[src/rtl/spi_arb_pkg.sv]
// Shared state encodings, requester IDs and defaults for the SPI bus arbiter.
package spi_arb_pkg;

  typedef enum logic [1:0] {
    IDLE  = 2'd0,
    ISSUE = 2'd1,
    WAIT  = 2'd2,
    DRAIN = 2'd3
  } arb_state_t;

  localparam logic       REQ_R0             = 1'b0;
  localparam logic       REQ_R1             = 1'b1;
  localparam logic [7:0] ERR_DATA           = 8'hFF;
  localparam int unsigned DEF_TIMEOUT_CYCLES = 255;
  localparam int unsigned DEF_MAX_LOCK       = 4;

endpackage

[src/rtl/spi_arb_watchdog.sv]
// Loadable down-counter; expired is high during the last enabled count before zero.
module spi_arb_watchdog #(
  parameter int unsigned W = 8
) (
  input  logic         clk,
  input  logic         rst_n,
  input  logic         clr,
  input  logic         load,
  input  logic         en,
  input  logic [W-1:0] load_val,
  output logic         expired
);

  logic [W-1:0] cnt;

  always_ff @(posedge clk or negedge rst_n) begin
    if (!rst_n) begin
      cnt <= '0;
    end else if (clr) begin
      cnt <= '0;
    end else if (load) begin
      cnt <= load_val;
    end else if (en && (cnt != '0)) begin
      cnt <= cnt - 1'b1;
    end
  end

  assign expired = en && (cnt == W'(1));

endmodule

[src/rtl/spi_bus_arbiter.sv]
// Round-robin arbiter sharing one SPI byte-read engine between R0 (fetch) and R1 (data).
// Define SPI_ARB_TIMEOUT_EN to add the WAIT watchdog, sticky err flag and DRAIN state.
module spi_bus_arbiter
  import spi_arb_pkg::*;
#(
  parameter int unsigned ADDR_W         = 16,
  parameter int unsigned MAX_LOCK       = DEF_MAX_LOCK,
  parameter int unsigned TIMEOUT_CYCLES = DEF_TIMEOUT_CYCLES
) (
  input  logic              clk,
  input  logic              rst_n,
  input  logic              r0_req,
  input  logic [ADDR_W-1:0] r0_addr,
  input  logic              r0_lock,
  output logic              r0_ack,
  output logic              r0_done,
  output logic [7:0]        r0_data,
  input  logic              r1_req,
  input  logic [ADDR_W-1:0] r1_addr,
  input  logic              r1_lock,
  output logic              r1_ack,
  output logic              r1_done,
  output logic [7:0]        r1_data,
  output logic              eng_start,
  output logic [ADDR_W-1:0] eng_addr,
  input  logic              eng_busy,
  input  logic              eng_done,
  input  logic [7:0]        eng_data,
  output logic              owner,
  output logic              err
);

  localparam int unsigned LOCK_W = (MAX_LOCK > 2) ? $clog2(MAX_LOCK) : 1;
  localparam logic [LOCK_W-1:0] LOCK_LAST = LOCK_W'(MAX_LOCK - 1);

  arb_state_t        state, state_nxt;
  logic              grant, grant_id, relock, timeout;
  logic              own_req, oth_req, lock_ok;
  logic              lock_req;
  logic [LOCK_W-1:0] lock_cnt;
  logic              take_data;
  logic [7:0]        done_data;
  logic              ack0_d, ack1_d, start_d, done0_d, done1_d;

`ifdef SPI_ARB_TIMEOUT_EN
  localparam int unsigned WD_W =
    ($clog2(TIMEOUT_CYCLES + 1) > 8) ? $clog2(TIMEOUT_CYCLES + 1) : 8;
  logic wd_expired;
`endif

  // Lock is refused only on the last allowed grant while the other side waits.
  assign own_req = owner ? r1_req : r0_req;
  assign oth_req = owner ? r0_req : r1_req;
  assign lock_ok = lock_req && own_req && !(oth_req && (lock_cnt == LOCK_LAST));

  always_ff @(posedge clk or negedge rst_n) begin
    if (!rst_n) state <= IDLE;
    else        state <= state_nxt;
  end

  always_comb begin
    state_nxt = state;
    grant     = 1'b0;
    grant_id  = owner;
    relock    = 1'b0;
    timeout   = 1'b0;
    case (state)
      IDLE: begin
        if ((r0_req || r1_req) && !eng_busy) begin
          grant     = 1'b1;
          grant_id  = (r0_req && r1_req) ? ~owner : r1_req;
          state_nxt = ISSUE;
        end
      end
      ISSUE: state_nxt = WAIT;
      WAIT: begin
        if (eng_done) begin
          if (lock_ok) begin
            grant     = 1'b1;
            grant_id  = owner;
            relock    = 1'b1;
            state_nxt = ISSUE;
          end else begin
            state_nxt = IDLE;
          end
        end
`ifdef SPI_ARB_TIMEOUT_EN
        else if (wd_expired) begin
          timeout   = 1'b1;
          state_nxt = DRAIN;
        end
`endif
      end
      DRAIN: begin
`ifdef SPI_ARB_TIMEOUT_EN
        if (!eng_busy) state_nxt = IDLE;
`else
        state_nxt = IDLE;
`endif
      end
      default: state_nxt = IDLE;
    endcase
  end

  always_comb begin
    take_data = ((state == WAIT) && eng_done) || timeout;
    done_data = timeout ? ERR_DATA : eng_data;
    ack0_d    = grant && (grant_id == REQ_R0);
    ack1_d    = grant && (grant_id == REQ_R1);
    start_d   = (state == ISSUE);
    done0_d   = take_data && (owner == REQ_R0);
    done1_d   = take_data && (owner == REQ_R1);
  end

  always_ff @(posedge clk or negedge rst_n) begin
    if (!rst_n) begin
      r0_ack    <= 1'b0;
      r1_ack    <= 1'b0;
      eng_start <= 1'b0;
      r0_done   <= 1'b0;
      r1_done   <= 1'b0;
      r0_data   <= '0;
      r1_data   <= '0;
      eng_addr  <= '0;
      owner     <= REQ_R1;
      lock_req  <= 1'b0;
      lock_cnt  <= '0;
    end else begin
      r0_ack    <= ack0_d;
      r1_ack    <= ack1_d;
      eng_start <= start_d;
      r0_done   <= done0_d;
      r1_done   <= done1_d;
      if (done0_d) r0_data <= done_data;
      if (done1_d) r1_data <= done_data;
      if (grant) begin
        owner    <= grant_id;
        eng_addr <= grant_id ? r1_addr : r0_addr;
        lock_req <= grant_id ? r1_lock : r0_lock;
      end
      if (relock) begin
        if (lock_cnt != LOCK_LAST) lock_cnt <= lock_cnt + 1'b1;
      end else if ((state_nxt == IDLE) || timeout) begin
        lock_cnt <= '0;
      end
    end
  end

`ifdef SPI_ARB_TIMEOUT_EN
  spi_arb_watchdog #(
    .W (WD_W)
  ) u_watchdog (
    .clk      (clk),
    .rst_n    (rst_n),
    .clr      (state == IDLE),
    .load     (state == ISSUE),
    .en       (state == WAIT),
    .load_val (WD_W'(TIMEOUT_CYCLES)),
    .expired  (wd_expired)
  );

  always_ff @(posedge clk or negedge rst_n) begin
    if (!rst_n)       err <= 1'b0;
    else if (timeout) err <= 1'b1;
  end
`else
  logic unused_timeout_cfg;
  assign unused_timeout_cfg = |TIMEOUT_CYCLES;
  assign err = 1'b0;
`endif

endmodule

[config.mk]
export PLATFORM = sky130hd
export DESIGN_NAME = spi_bus_arbiter
export DESIGN_NICKNAME = d
export VERILOG_FILES = /design/src/rtl/spi_arb_pkg.sv /design/src/rtl/spi_arb_watchdog.sv /design/src/rtl/spi_bus_arbiter.sv
export SDC_FILE = /design/constraint.sdc
export NUM_CORES = 1
export LEC_CHECK = 0
export CORE_ASPECT_RATIO = 0.7
export CORE_MARGIN = 3
export CORE_UTILIZATION = 40
export CTS_CLUSTER_DIAMETER = 120
export DETAILED_ROUTE_END_ITERATION = 10
export DONT_BUFFER_PORTS = 1
export SKIP_LAST_GASP = 1
export SYNTH_ARGS = -nofsm -noshare
export SYNTH_HDL_FRONTEND = slang
export SYNTH_HIERARCHICAL = 1
export SYNTH_SLANG_ARGS = --single-unit
[constraint.sdc]
create_clock -name clk -period 5.25 [get_ports clk]
set_clock_uncertainty 0.2 [all_clocks]
set_input_delay 1.05 -clock clk [delete_from_list [all_inputs] [get_ports clk]]
set_output_delay 1.05 -clock clk [all_outputs]
set_load 0.1 [all_outputs]
Word level (Yosys, flattened, before mapping)
Index checks and enable logic that the tools add are counted.
W data, S select, Z words.
Operators by class
  $add $sub $neg: 1
  eq/ne operators: 6
  muxes and demuxes: 19
  bitwise operators: 2
  reduce and logical (&&, ||, !) cells: 17
Operator list (number)
  $mux W16: 1
  $mux W1: 11
  $logic_and A1 B1 Y1: 10
  $mux W2: 5
  $pmux W2 S4: 1
  $eq A2 B2 Y1 const B: 3
  $logic_not A2 Y1: 2
  $add A2 B1 Y2 const B: 1
  $eq A2 B1 Y1 const B: 1
  $logic_not A1 Y1: 2
  $ne A2 B1 Y1 const B: 1
  $ne A2 B2 Y1 const B: 1
  $not A1 Y1: 2
  $pmux W1 S2: 1
  $reduce_and A2 Y1: 1
  $reduce_bool A2 Y1: 1
  $logic_or A1 B1 Y1: 1
Storage, ports and cells
  register bits: 43
  input bits: 48
  logic and storage cells: 57

Longest topological paths before layout
Gate-level depths: netlist (run 1).
  depth after elaboration: 10
  gate-level depth with buffers: 6
  gate-level depth less buffers: 5

Worst setup path before layout (run 1)
No wires, ideal clock.
  path kind: input -> register
  start: input port eng_busy
  end: register eng_addr[0]
  arrival: 2.234 ns
  data required time: 4.925 ns
  setup slack: 2.690 ns
  cell stages on the path: 5
  cell sequence: or3_1 -> o22a_2 -> buf_6 -> mux2_4 -> mux2_2
Between the ends
  longest elaborated chain between the ends: 5
  elaborated cells between the ends (all ways): 7
  those cells by class: 5 x mux; 2 x reduce/logical
RTL lines
  start: declaration: line spi_bus_arbiter.sv:26  | input logic eng_busy,
  $logic_not A1 Y1 (*): line spi_bus_arbiter.sv:69  | if ((r0_req || r1_req) && !eng_busy) begin
  $logic_and A1 B1 Y1 (*): line spi_bus_arbiter.sv:69
  $mux W1: line spi_bus_arbiter.sv:69
  $mux W1
  $mux W16: line spi_bus_arbiter.sv:138  | eng_addr <= grant_id ? r1_addr : r0_addr;
  end signal: assignment: line spi_bus_arbiter.sv:138
  end: declaration: line spi_bus_arbiter.sv:25  | output logic [ADDR_W-1:0] eng_addr,
Mark *: on every way between the ends. The rest lies on a longest branch, timed or not.
A chain may end at the register's enable or synchronous reset.

Worst setup path in the final report (run 1)
  start: register owner
  end: register eng_addr[1]
Between the ends
  longest elaborated chain between the ends: 7
  elaborated cells between the ends (all ways): 14
  those cells by class: 9 x mux; 1 x bitwise; 4 x reduce/logical
RTL lines
  start: declaration: line spi_bus_arbiter.sv:29  | output logic owner,
  start signal: assignment: line spi_bus_arbiter.sv:137  | owner <= grant_id;
  $mux W1: line spi_bus_arbiter.sv:53  | assign oth_req = owner ? r0_req : r1_req;
  $logic_and A1 B1 Y1: line spi_bus_arbiter.sv:54  | assign lock_ok = lock_req && own_req && !(oth_req && (lock_cnt == LOCK_LAST));
  $logic_not A1 Y1: line spi_bus_arbiter.sv:54
  $logic_and A1 B1 Y1: line spi_bus_arbiter.sv:54
  $mux W1: line spi_bus_arbiter.sv:78  | if (lock_ok) begin
  $mux W1: line spi_bus_arbiter.sv:77  | if (eng_done) begin
  $pmux W1 S2: line spi_bus_arbiter.sv:67  | case (state)
Several ways; a longest one is shown, not always the timed one.

==> metrics list, run 1 <==
- Dividing the detail-routed via count by the number of cells gives 5.27.
- Across every metal layer, demand over resource in global routing totals 12.9%.
- Across the run, the number of max-cap violations was 0.
* Run status: finished, final reports clean
- Synthesis handed over a netlist of 131 instances.
* Path type of the worst min-delay path: in -> async
- In this run the tightest slew margin relative to its limit is 30.0%.
* Mapped Avg Cell Area: 15.5 um2
- I/O Pins: 87
* Hold buffer count at cts: 0
- Number of buffers on the longest clock path: 2
* Endpoint class of the critical path: flop
* Inserted Clock Buffers: 5
- NumNets Final: 181
- Starting utilization of the core area: 44.0%
- Initial antenna violation count: 0
- Pin count of the biggest net entering global routing: 44
- Detailed Route Iter0 Violations: 12
- Count of placed standard cells in the final layout, fillers left out: 199
* Count of different cell masters after synthesis: 27
* Share of layout cells above drive strength 1: 48.9%
- Leading post-synthesis cells by cell area: sky130_fd_sc_hd__dfrtp_1 52%, sky130_fd_sc_hd__mux2_4 19%, sky130_fd_sc_hd__mux2_2 14%
* Fill cell total of the finished layout: 420
- In this run, placement finished with an instance count of 191.
- On the final layout, the worst hold slack is 0.251 ns.
* Count of standard-cell rows: 20
* Input/output buffers: 0
- HPWL after detailed placement: 2810 um
- The root buffer cell chosen for the clock tree is sky130_fd_sc_hd__clkbuf_8.
- The number of gates resized after CTS was 0.
* Share of the cycle needed by the critical path after routing: 55.8%
* Number of levels in the clock H-tree: 2
- Number of synthesis warnings: 6
* Number of flip-flops and latches in the synthesized netlist: 43
- Clock-pin slew was measured on the worst setup and hold paths at 0.08 ns.
- Crit Path Class: reg -> reg
* WP data required: 5.22 ns
- After detailed routing, the number of remaining DRC violations is 0.
* Setup repair after global routing missed its margin: false
* Nets in the synthesized netlist: 180
- The share of the Yosys chip area taken by registers is 53.2%.
* Die X-Extent: 91.1 um
- Count of endpoints failing setup in the final report: 0
- Floorplan Core Area: 0.00460 mm2
* Routed length per placed instance: 18.4 um
- Fmax achieved: 341 MHz
- Routability-driven placement congestion ratio: 0.775
* Cell area after technology mapping: 0.00203 mm2
- From synthesis to final layout, the design area changed by 5.74%.
- TritonCTS built the clock tree.
* Slew at the pin closest to its max-slew limit: 1.05 ns
- The clock reaches the later pin of the worst-skew pair after 0.28 ns.
* Yosys top cell area share: 51.9%
- Number of global-route vias before repair: 1198
* Vias: 1048
- Worst setup SP type: flop
* Cell taking the most area after synthesis: sky130_fd_sc_hd__dfrtp_1
- Minimum clock period after layout: 2.93 ns
- The first detailed-routing pass took 4 iterations.
* Data arrival time at the worst-slack endpoint: 2.90 ns
- After clock tree synthesis, the setup repair step added 0 buffers.
* Die Ht: 65.5 um
- Setup TNS after final layout: 0 ns
* DRT Wirelength: 3660 um
* Largest fanout on the critical path: 19
- Congestion Overflow GR: 0
- Clock Sinks: 43
* Number of slew-limit violations in the final report: 0
- Number of nets still failing antenna checks after routing: 0
- Area enclosed by the die boundary: 0.00597 mm2
* Global-route wire length before repair: 6000 um
- Total inserted antenna cells: 0
- The final count of hold timing violations came to 0.
synth_stat cells (all sizes together):
cell type,instances
o21ai,1
o22a,1
dfrtp,42
inv,2
nor4,1
and3b,1
o31ai,2
ha,1
conb,1
a22o,1
nor4b,1
nor2b,2
nand2,2
buf,6
nor3,1
nand3,2
a21o,1
a41oi,1
and2,3
nor2,4
or3,1
dfstp,1
mux2,52
o21ba,1
layer usage:
layer  wire length, um  global-route usage [%]  vias to the layer above
li1                  -                       -                      467
met1              1570                    15.8                      533
met2              1810                    20.8                       43
met3               229                    4.69                        5
met4                56                    5.64                        0
met5                 0                       0                        -
sequential cells by signal, summed over array words and instances (netlist names):
register   cells
state          2
r0_ack         1
owner          1
lock_cnt       2
eng_start      1
r0_data        8
r0_done        1
r1_data        8
lock_req       1
r1_ack         1
r1_done        1
eng_addr      16
placed cells by master (no fill, tap or decap), drive strengths merged, types with 2 or more instances in the layout:
cell / n
and2: 3
clkbuf: 7
dfrtp: 42
inv: 2
mux2: 52
nand2: 2
nand3: 2
nor2: 4
nor2b: 2
o31ai: 2
worst paths after layout:
check	cells after the start	slack (ns)	endpoint	start
worst min register to register	1	0.32	lock_cnt[1]$_DFFE_PN0P_	lock_cnt[1]$_DFFE_PN0P_
worst max-delay path	4	2.32	eng_addr[1]$_DFFE_PN0P_	owner$_DFFE_PN1P_
worst max register to register	4	2.32	eng_addr[1]$_DFFE_PN0P_	owner$_DFFE_PN1P_
min in group clk	1	0.32	lock_cnt[1]$_DFFE_PN0P_	lock_cnt[1]$_DFFE_PN0P_
max in group asynchronous	0	4.41	owner$_DFFE_PN1P_	rst_n
worst min-delay path	0	0.25	eng_addr[5]$_DFFE_PN0P_	rst_n
per-stage QoR:
stage / cell area (um2) / setup slack [ns] / util [%]
2_1_floorplan: 2030 / 2.69 / -
3_3_place_gp: 2050 / 2.37 / 44.5
3_5_place_dp: 2050 / 2.29 / 44.5
4_1_cts: 2140 / 2.30 / 46.5
5_1_grt: 2140 / 2.19 / 46.5
6_report: 2140 / 2.32 / 46.5
critical path, stage by stage (launching register included):
cell and delay [ns]:
sky130_fd_sc_hd__dfstp_2 0.91, sky130_fd_sc_hd__mux2_2 0.29, sky130_fd_sc_hd__a41oi_2 0.15, sky130_fd_sc_hd__nor3_4 0.82, sky130_fd_sc_hd__mux2_2 0.43
cell families (layout without fill, tap and decap cells):
logic type,Yosys count,in the layout,synth area share (%)
compound gates,8,8,3.58
flops,43,43,53.2
mux,52,52,33.7
other cells,1,1,0.185
fa+ha+maj,1,1,0.618
buf+inv,8,10,3.21
simple gates,18,18,5.50
layout make-up:
type	count	area, um2	share of cell area, %
Sequential cell	43	1080	50.3
Clock buffer	7	86.3	4.03
Inverter	2	7.51	0.350
Tap cell	66	82.6	3.86
Multi-Input combinational cell	80	883	41.2
Clock inverter	1	5.00	0.234
Power of run 1 is left out: the tool's default activity adds up to more than one toggle a clock period on the data nets, which glitch-free logic cannot reach.
==> run 2: changes to the inputs <==
clock period = 2.8 ns   (was 5.25 ns; I/O delays follow)
==> run 2 against run 1 <==
Design area increased by 4.0%. Clock-buffer cell count is 1 lower. Via count rose by 0.29%. Global-route usage is 0.12 points lower. Largest cell class unchanged. Sequential cell count stayed put. Critical path depth grew 1. Die area stayed put.
==> metrics list, run 2 (synthesized netlist as in run 1, its figures left out) <==
- Run status: finished, final reports clean (unchanged)
- Area growth syn-to-layout: 10.0% (was 5.74%)
- Total of cells resized after clock tree synthesis: 0 (unchanged)
- The flip-flop count of the largest register after layout was 16 (unchanged).
- The number of max-slew violations in the final report is 0 (unchanged).
- The height of the die came to 65.5 um (unchanged).
* Pin count of the biggest net entering global routing: 44 (unchanged)
* Area enclosed by the die boundary: 0.00597 mm2 (unchanged)
- Fmax achieved: 417 MHz (was 341 MHz)
* Starting utilization of the core area: 44.0% (unchanged)
- CTS tree: done (unchanged)
- The cell family contributing the most delay on the critical path is simple AND/OR/NAND/NOR gates (was flip-flops).
- Final core occ: 48.4% (was 46.5%)
- The detailed-route via count was 1051 (was 1048).
- Cell with the largest stage delay on the worst path: sky130_fd_sc_hd__nor3_4 (was sky130_fd_sc_hd__dfstp_2)
- Registers with the most flip-flops: eng_addr x16, r0_data x8, r1_data x8 (unchanged)
- The kind of start point of the critical path is a flop (unchanged).
- The global-route usage over all layers is 12.8% (was 12.9%).
* Slew at the pin closest to its max-slew limit: 0.997 ns (was 1.05 ns)
- The first-iteration detailed-routing DRC count was 16 (was 12).
* Setup repair after global routing missed its margin: false (unchanged)
- The fraction of the cycle the final worst path needs was 85.6% (was 55.8%).
- Register bank with the most flops: eng_addr (unchanged)
- Die X-Extent: 91.1 um (unchanged)
* Crit Path Class: reg -> reg (unchanged)
- The most common library cell in the layout ignoring fill and taps is sky130_fd_sc_hd__dfrtp_1 (unchanged).
* DRT Wirelength: 3650 um (was 3660 um)
- The total global routing overflow came to 0 (unchanged).
* Routability-driven placement congestion ratio: 0.804 (was 0.775)
- The number of antenna violations at the first check in global routing was 0 (unchanged).
- First-pass iteration count of the detailed router: 3 (was 4)
- The final count of hold timing violations is 0 (unchanged).
- The class of the tightest hold or removal check is in -> reg (was in -> async).
- The clock net sink count came to 43 (unchanged).
- The layout filler cell count came to 406 (was 420).
- The top fanout value on the critical path is 19 (unchanged).
- The share of cells above drive strength 1 is 49.6% (was 48.9%).
- The global-route wire length before repair is 5910 um (was 6000 um).
- Clock-pin slew on the worst setup and hold paths: 0.08 ns (about the same)
- The antenna violation net count after detailed routing is 0 (unchanged).
- Data arrival time at the worst-slack endpoint: 2.37 ns (was 2.90 ns)
- Setup TNS after final layout: 0 ns (unchanged)
* Count of endpoints failing setup in the final report: 0 (unchanged)
- Number of levels in the clock H-tree: 2 (unchanged)
* Routed length per placed instance: 18.0 um (was 18.4 um)
- The antenna diode count is 0 (unchanged).
- Reported max-cap violation count: 0 (unchanged)
- Crit path largest cell delay: 0.78 ns (was 0.91 ns)
* Inserted Clock Buffers: 5 (unchanged)
- The clock latency on the worst-skew pair came to 0.28 ns (about the same).
- The worst endpoint required time is 2.77 ns (was 5.22 ns).
- The standard-cell row count is 20 (unchanged).
- Crit-path cells: ha_1, nand3_1, a41oi_2, nor3_4, mux2_2 (was mux2_2, a41oi_2, nor3_4, mux2_2)
* NumNets Final: 185 (was 181)
* Endpoint class of the critical path: flop (unchanged)
- The number of top-level pins was 87 (unchanged).
- Residual DRC: 0 (unchanged)
* CP bufs+invs: 0 (unchanged)
- Number of global-route vias before repair: 1161 (was 1198)
* Minimum clock period after layout: 2.40 ns (was 2.93 ns)
* CTS root buf: sky130_fd_sc_hd__clkbuf_8 (unchanged)
- The detailed placement HPWL is 2740 um (was 2810 um).
- Max_slew headroom: 33.3% (was 30.0%)
* Input/output buffers: 0 (unchanged)
* Number of buffers on the longest clock path: 2 (unchanged)
* Floorplan Core Area: 0.00460 mm2 (unchanged)
* Commonest cells after routing, fill and taps aside: 42 x sky130_fd_sc_hd__dfrtp_1, 26 x sky130_fd_sc_hd__mux2_2, 26 x sky130_fd_sc_hd__mux2_4, 5 x sky130_fd_sc_hd__clkbuf_8, 4 x sky130_fd_sc_hd__nor2_1 (was 42 x sky130_fd_sc_hd__dfrtp_1, 26 x sky130_fd_sc_hd__mux2_2, 26 x sky130_fd_sc_hd__mux2_4, 6 x sky130_fd_sc_hd__clkbuf_8, 4 x sky130_fd_sc_hd__nor2_1)
- The detail-routed via count per cell is 5.18 (was 5.27).
run 2: cell types whose count changed in the layout (fill, tap and decap cells not counted), sizes merged:
cell,change
bufinv,+2
clkinv,-1
dlygate4sd3,+1
buf,+3
clkbuf,-1
run 2: path summary, 6_finish.rpt:
path	start	cells past startpoint	slack, ns	to
worst max-delay path	lock_cnt[0]$_DFFE_PN0P_	5	0.40	eng_addr[0]$_DFFE_PN0P_
worst min-delay path	eng_data[6]	1	0.22	r1_data[6]$_DFFE_PN0P_
worst max register to register	lock_cnt[0]$_DFFE_PN0P_	5	0.40	eng_addr[0]$_DFFE_PN0P_
worst min register to register	lock_cnt[1]$_DFFE_PN0P_	1	0.31	lock_cnt[1]$_DFFE_PN0P_
max in group asynchronous	rst_n	2	1.60	owner$_DFFE_PN1P_
min in group asynchronous	rst_n	2	0.53	eng_addr[9]$_DFFE_PN0P_
run 2: area by class of cell:
class | count | area, um2 | share of cell area [%]
Clock buffer | 6 | 72.6 | 3.26
Tap cell | 66 | 82.6 | 3.71
Clock inverter | 2 | 60.1 | 2.70
Sequential cell | 43 | 1080 | 48.3
Multi-Input combinational cell | 80 | 883 | 39.6
Inverter | 2 | 7.51 | 0.337
Timing Repair Buffer | 4 | 45.0 | 2.02
run 2: layer usage:
metal	GRT usage [%]	vias to the layer above	routed length [um]
li1	-	473	-
met4	6.20	0	51
met3	5.49	5	283
met1	14.4	530	1410
met5	0	-	0
met2	21.2	43	1910
run 2: timing repair:
| action | in CTS | in global routing |
|---|---|---|
| hold buffers | 2 | 0 |
| hold endpoints to repair | 43 | 0 |
| buffers inserted | 0 | 0 |
run 2: stage by stage:
stage	cell area [um2]	hold WS [ns]	setup slack (ns)	cells
5_1_grt	2230	0.198	0.272	203
3_3_place_gp	2070	0.0654	0.390	193
4_1_cts	2230	0.205	0.329	203
3_5_place_dp	2070	0.0655	0.341	193
2_1_floorplan	2030	0.0644	0.324	131
6_report	2230	0.219	0.403	203
run 2: worst reg2reg max path, delay by kind of cell (launching register included):
family                     cells  cell delay (ns)
DFF                            1             0.39
muxes                          1             0.43
and+or+nand+nor                2             0.87
adders and majority gates      1             0.23
AOI/OAI and AO/OA              1             0.16
Power of run 2 is left out for the same reason.
==> run 3: changes to the inputs <==
==> constraint.sdc (replaced) <==
create_clock -name clk -period 2.8 [get_ports clk]
set_clock_uncertainty 0.2 [all_clocks]
set_input_delay 0.14 -clock clk [delete_from_list [all_inputs] [get_ports clk]]
set_output_delay 0.14 -clock clk [all_outputs]
set_load 0.1 [all_outputs]
==> run 3 against run 2 <==
Die area is the same. Non-clock buffer count grew 43. Wire length grew 17%. Register-to-register slack lost 0.03 ns. Critical path depth is the same. Setup slack lost 0.034 ns. Fmax shrank 1.4%. Sequential cell count is the same. Largest cell class unchanged. Design area grew 17%. Hold slack lost 0.19 ns. Core utilization grew 8.2 points.
==> metrics list, run 3 (synthesized netlist as in run 1, its figures left out) <==
- The antenna violation net count after detailed routing was 0 (unchanged).
- Fmax achieved: 411 MHz (was 417 MHz)
* WL met3: 218 um (was 283 um)
- The first-iteration detailed-routing DRC count is 22 (was 16).
* Registers with the most flip-flops: eng_addr x16, r0_data x8, r1_data x8 (unchanged)
- The kind of start point of the critical path was a flop (unchanged).
- The highest routing layer actually used is met4 (unchanged).
* CTS root buf: sky130_fd_sc_hd__clkbuf_8 (unchanged)
- The top fanout value on the critical path was 19 (unchanged).
- The data arrival at the endpoint of the critical path was 2.40 ns (was 2.37 ns).
- The reg-to-reg startpoint is lock_cnt[0]$_DFFE_PN0P_ (unchanged).
- Total inserted antenna cells: 0 (unchanged)
- The worst endpoint required time was 2.77 ns (about the same).
- The clock-pin slew on the worst setup and hold paths is 0.07 ns (was 0.08 ns).
* DRT Wirelength: 4260 um (was 3650 um)
- Run status: finished, final reports clean (unchanged)
- The total number of nets in the final design was 228 (was 185).
* Capture point of the critical path: eng_addr[1]$_DFFE_PN0P_ (was eng_addr[0]$_DFFE_PN0P_)
- Register bank with the most flops: eng_addr (unchanged)
- Number of buffers on the longest clock path: 2 (unchanged)
- The post-route DRC violation count is 0 (unchanged).
- The iteration count of the initial detailed-routing pass came to 4 (was 3).
- The transition time at the pin with the least slew margin is 1.03 ns (was 0.997 ns).
* Worst reg-to-reg setup slack: 0.37 ns (was 0.40 ns)
* Starting utilization of the core area: 44.0% (unchanged)
* Count of endpoints failing setup in the final report: 0 (unchanged)
* Crit Path Class: reg -> reg (unchanged)
- Vias: 1233 (was 1051)
* Global-route wire length before repair: 7130 um (was 5910 um)
* Area enclosed by the die boundary: 0.00597 mm2 (unchanged)
- The number of buffers added by the clock tree synthesis step was 5 (unchanged).
- The maximum number of pins on one net before global-route repair came to 44 (unchanged).
- Endpoint class of the critical path: flop (unchanged)
- The tightest slew margin relative to the limit was 31.3% (was 33.3%).
- Setup repair after global routing missed its margin: false (unchanged)
- Count of placed standard cells in the final layout, fillers left out: 246 (was 203)
- Most common library cell in the layout ignoring fill and taps: sky130_fd_sc_hd__dlygate4sd3_1 (was sky130_fd_sc_hd__dfrtp_1)
* Total met2 wirelength after detailed routing: 2410 um (was 1910 um)
- The number of antenna violations at the first check in global routing was 0 (unchanged).
- The area overhead of the layout relative to synthesis came to 28.7% (was 10.0%).
- The placed instance area came to 0.00207 mm2 (unchanged).
- The number of top-level pins is 87 (unchanged).
- The global-route usage over all layers came to 15.6% (was 12.8%).
* Share of layout cells above drive strength 1: 37.2% (was 49.6%)
- The number of cells on the worst hold path was 2 (was 1).
* Number of slew-limit violations in the final report: 0 (unchanged)
* Die X-Extent: 91.1 um (unchanged)
- Flip-flop count of the largest register, all copies and words added: 16 (unchanged)
- The height of the die came to 65.5 um (unchanged).
- R2r endpoint: eng_addr[1]$_DFFE_PN0P_ (was eng_addr[0]$_DFFE_PN0P_)
- Placed cell count: 193 (unchanged)
* Later-pin clock latency in the skew report: 0.28 ns (about the same)
- The fraction of the cycle the final worst path needs is 86.8% (was 85.6%).
- Number of levels in the clock H-tree: 2 (unchanged)
- The final non-filler cell area is 0.00261 mm2 (was 0.00223 mm2).
- The detail-routed net length per standard cell came to 17.3 um (was 18.0 um).
* Input/output buffers: 0 (unchanged)
- The CTS tree is done (unchanged).
- The met1 wire length was 1580 um (was 1410 um).
- Routability-driven placement congestion ratio: 0.808 (was 0.804)
- First element of the critical path: lock_cnt[0]$_DFFE_PN0P_ (unchanged)
- Commonest cells after routing, fill and taps aside: 44 x sky130_fd_sc_hd__dlygate4sd3_1, 42 x sky130_fd_sc_hd__dfrtp_1, 26 x sky130_fd_sc_hd__mux2_2, 26 x sky130_fd_sc_hd__mux2_4, 5 x sky130_fd_sc_hd__clkbuf_8 (was 42 x sky130_fd_sc_hd__dfrtp_1, 26 x sky130_fd_sc_hd__mux2_2, 26 x sky130_fd_sc_hd__mux2_4, 5 x sky130_fd_sc_hd__clkbuf_8, 4 x sky130_fd_sc_hd__nor2_1)
- The standard-cell row count came to 20 (unchanged).
* Average vias per placed instance: 5.01 (was 5.18)
* Minimum clock period after layout: 2.43 ns (was 2.40 ns)
* Cell count of the worst reg-to-reg path: 5 (unchanged)
* Reported max-cap violation count: 0 (unchanged)
- Clock Sinks: 43 (unchanged)
- Final hold violation count: 0 (unchanged)
* Congestion Overflow GR: 0 (unchanged)
- HPWL after detailed placement: 2740 um (about the same)
- Setup TNS after final layout: 0 ns (unchanged)
- The class of the tightest hold or removal check was in -> reg (unchanged).
- The area of the core is 0.00460 mm2 (unchanged).
- Number of global-route vias before repair: 1385 (was 1161)
==> run 3: critical path: stages, from the launching register on <==
cell and delay, ns:
sky130_fd_sc_hd__dfrtp_1 0.39, sky130_fd_sc_hd__ha_1 0.24, sky130_fd_sc_hd__nand3_1 0.09, sky130_fd_sc_hd__a41oi_2 0.17
sky130_fd_sc_hd__nor3_4 0.81, sky130_fd_sc_hd__mux2_2 0.42
==> run 3: how the worst min path moves through the flow <==
stage,to,start
6_report,r0_ack$_DFF_PN0_,r0_req
4_1_cts,r0_ack$_DFF_PN0_,r0_req
2_1_floorplan,eng_addr[0]$_DFFE_PN0P_,rst_n
3_3_place_gp,eng_addr[5]$_DFFE_PN0P_,rst_n
3_5_place_dp,eng_addr[5]$_DFFE_PN0P_,rst_n
5_1_grt,r0_ack$_DFF_PN0_,r0_req
==> run 3: area by class of cell <==
class,instances,area [um2]
Multi-Input combinational cell,80,883
Sequential cell,43,1080
Tap cell,66,82.6
Fill cell,379,2000
Inverter,2,7.51
Timing Repair Buffer,47,475
Clock buffer,7,76.3
Clock inverter,1,5.00
==> run 3: layer usage <==
metal,vias to the layer above,track usage [%]
li1,560,-
met1,628,16.9
met2,40,29.3
met3,5,4.46
met4,0,5.64
met5,-,0
==> run 3: stage by stage <==
step / setup WS, ns / util (%) / hold WS [ns]
after floorplan: 0.324 / - / -0.356
after global placement: 0.407 / 44.9 / -0.355
after detailed placement: 0.353 / 44.9 / -0.355
after CTS: 0.314 / 56.6 / 0.0154
after global routing: 0.197 / 56.6 / 0.0403
final: 0.370 / 56.6 / 0.0280
==> run 3: timing repair <==
| item | 4_1_cts | 5_1_grt |
|---|---|---|
| setup buffers | 0 | 0 |
| hold buffers | 45 | 0 |
| hold endpoints to repair | 77 | 0 |
| resized for setup | 0 | 0 |
Power of run 3 is left out for the same reason.
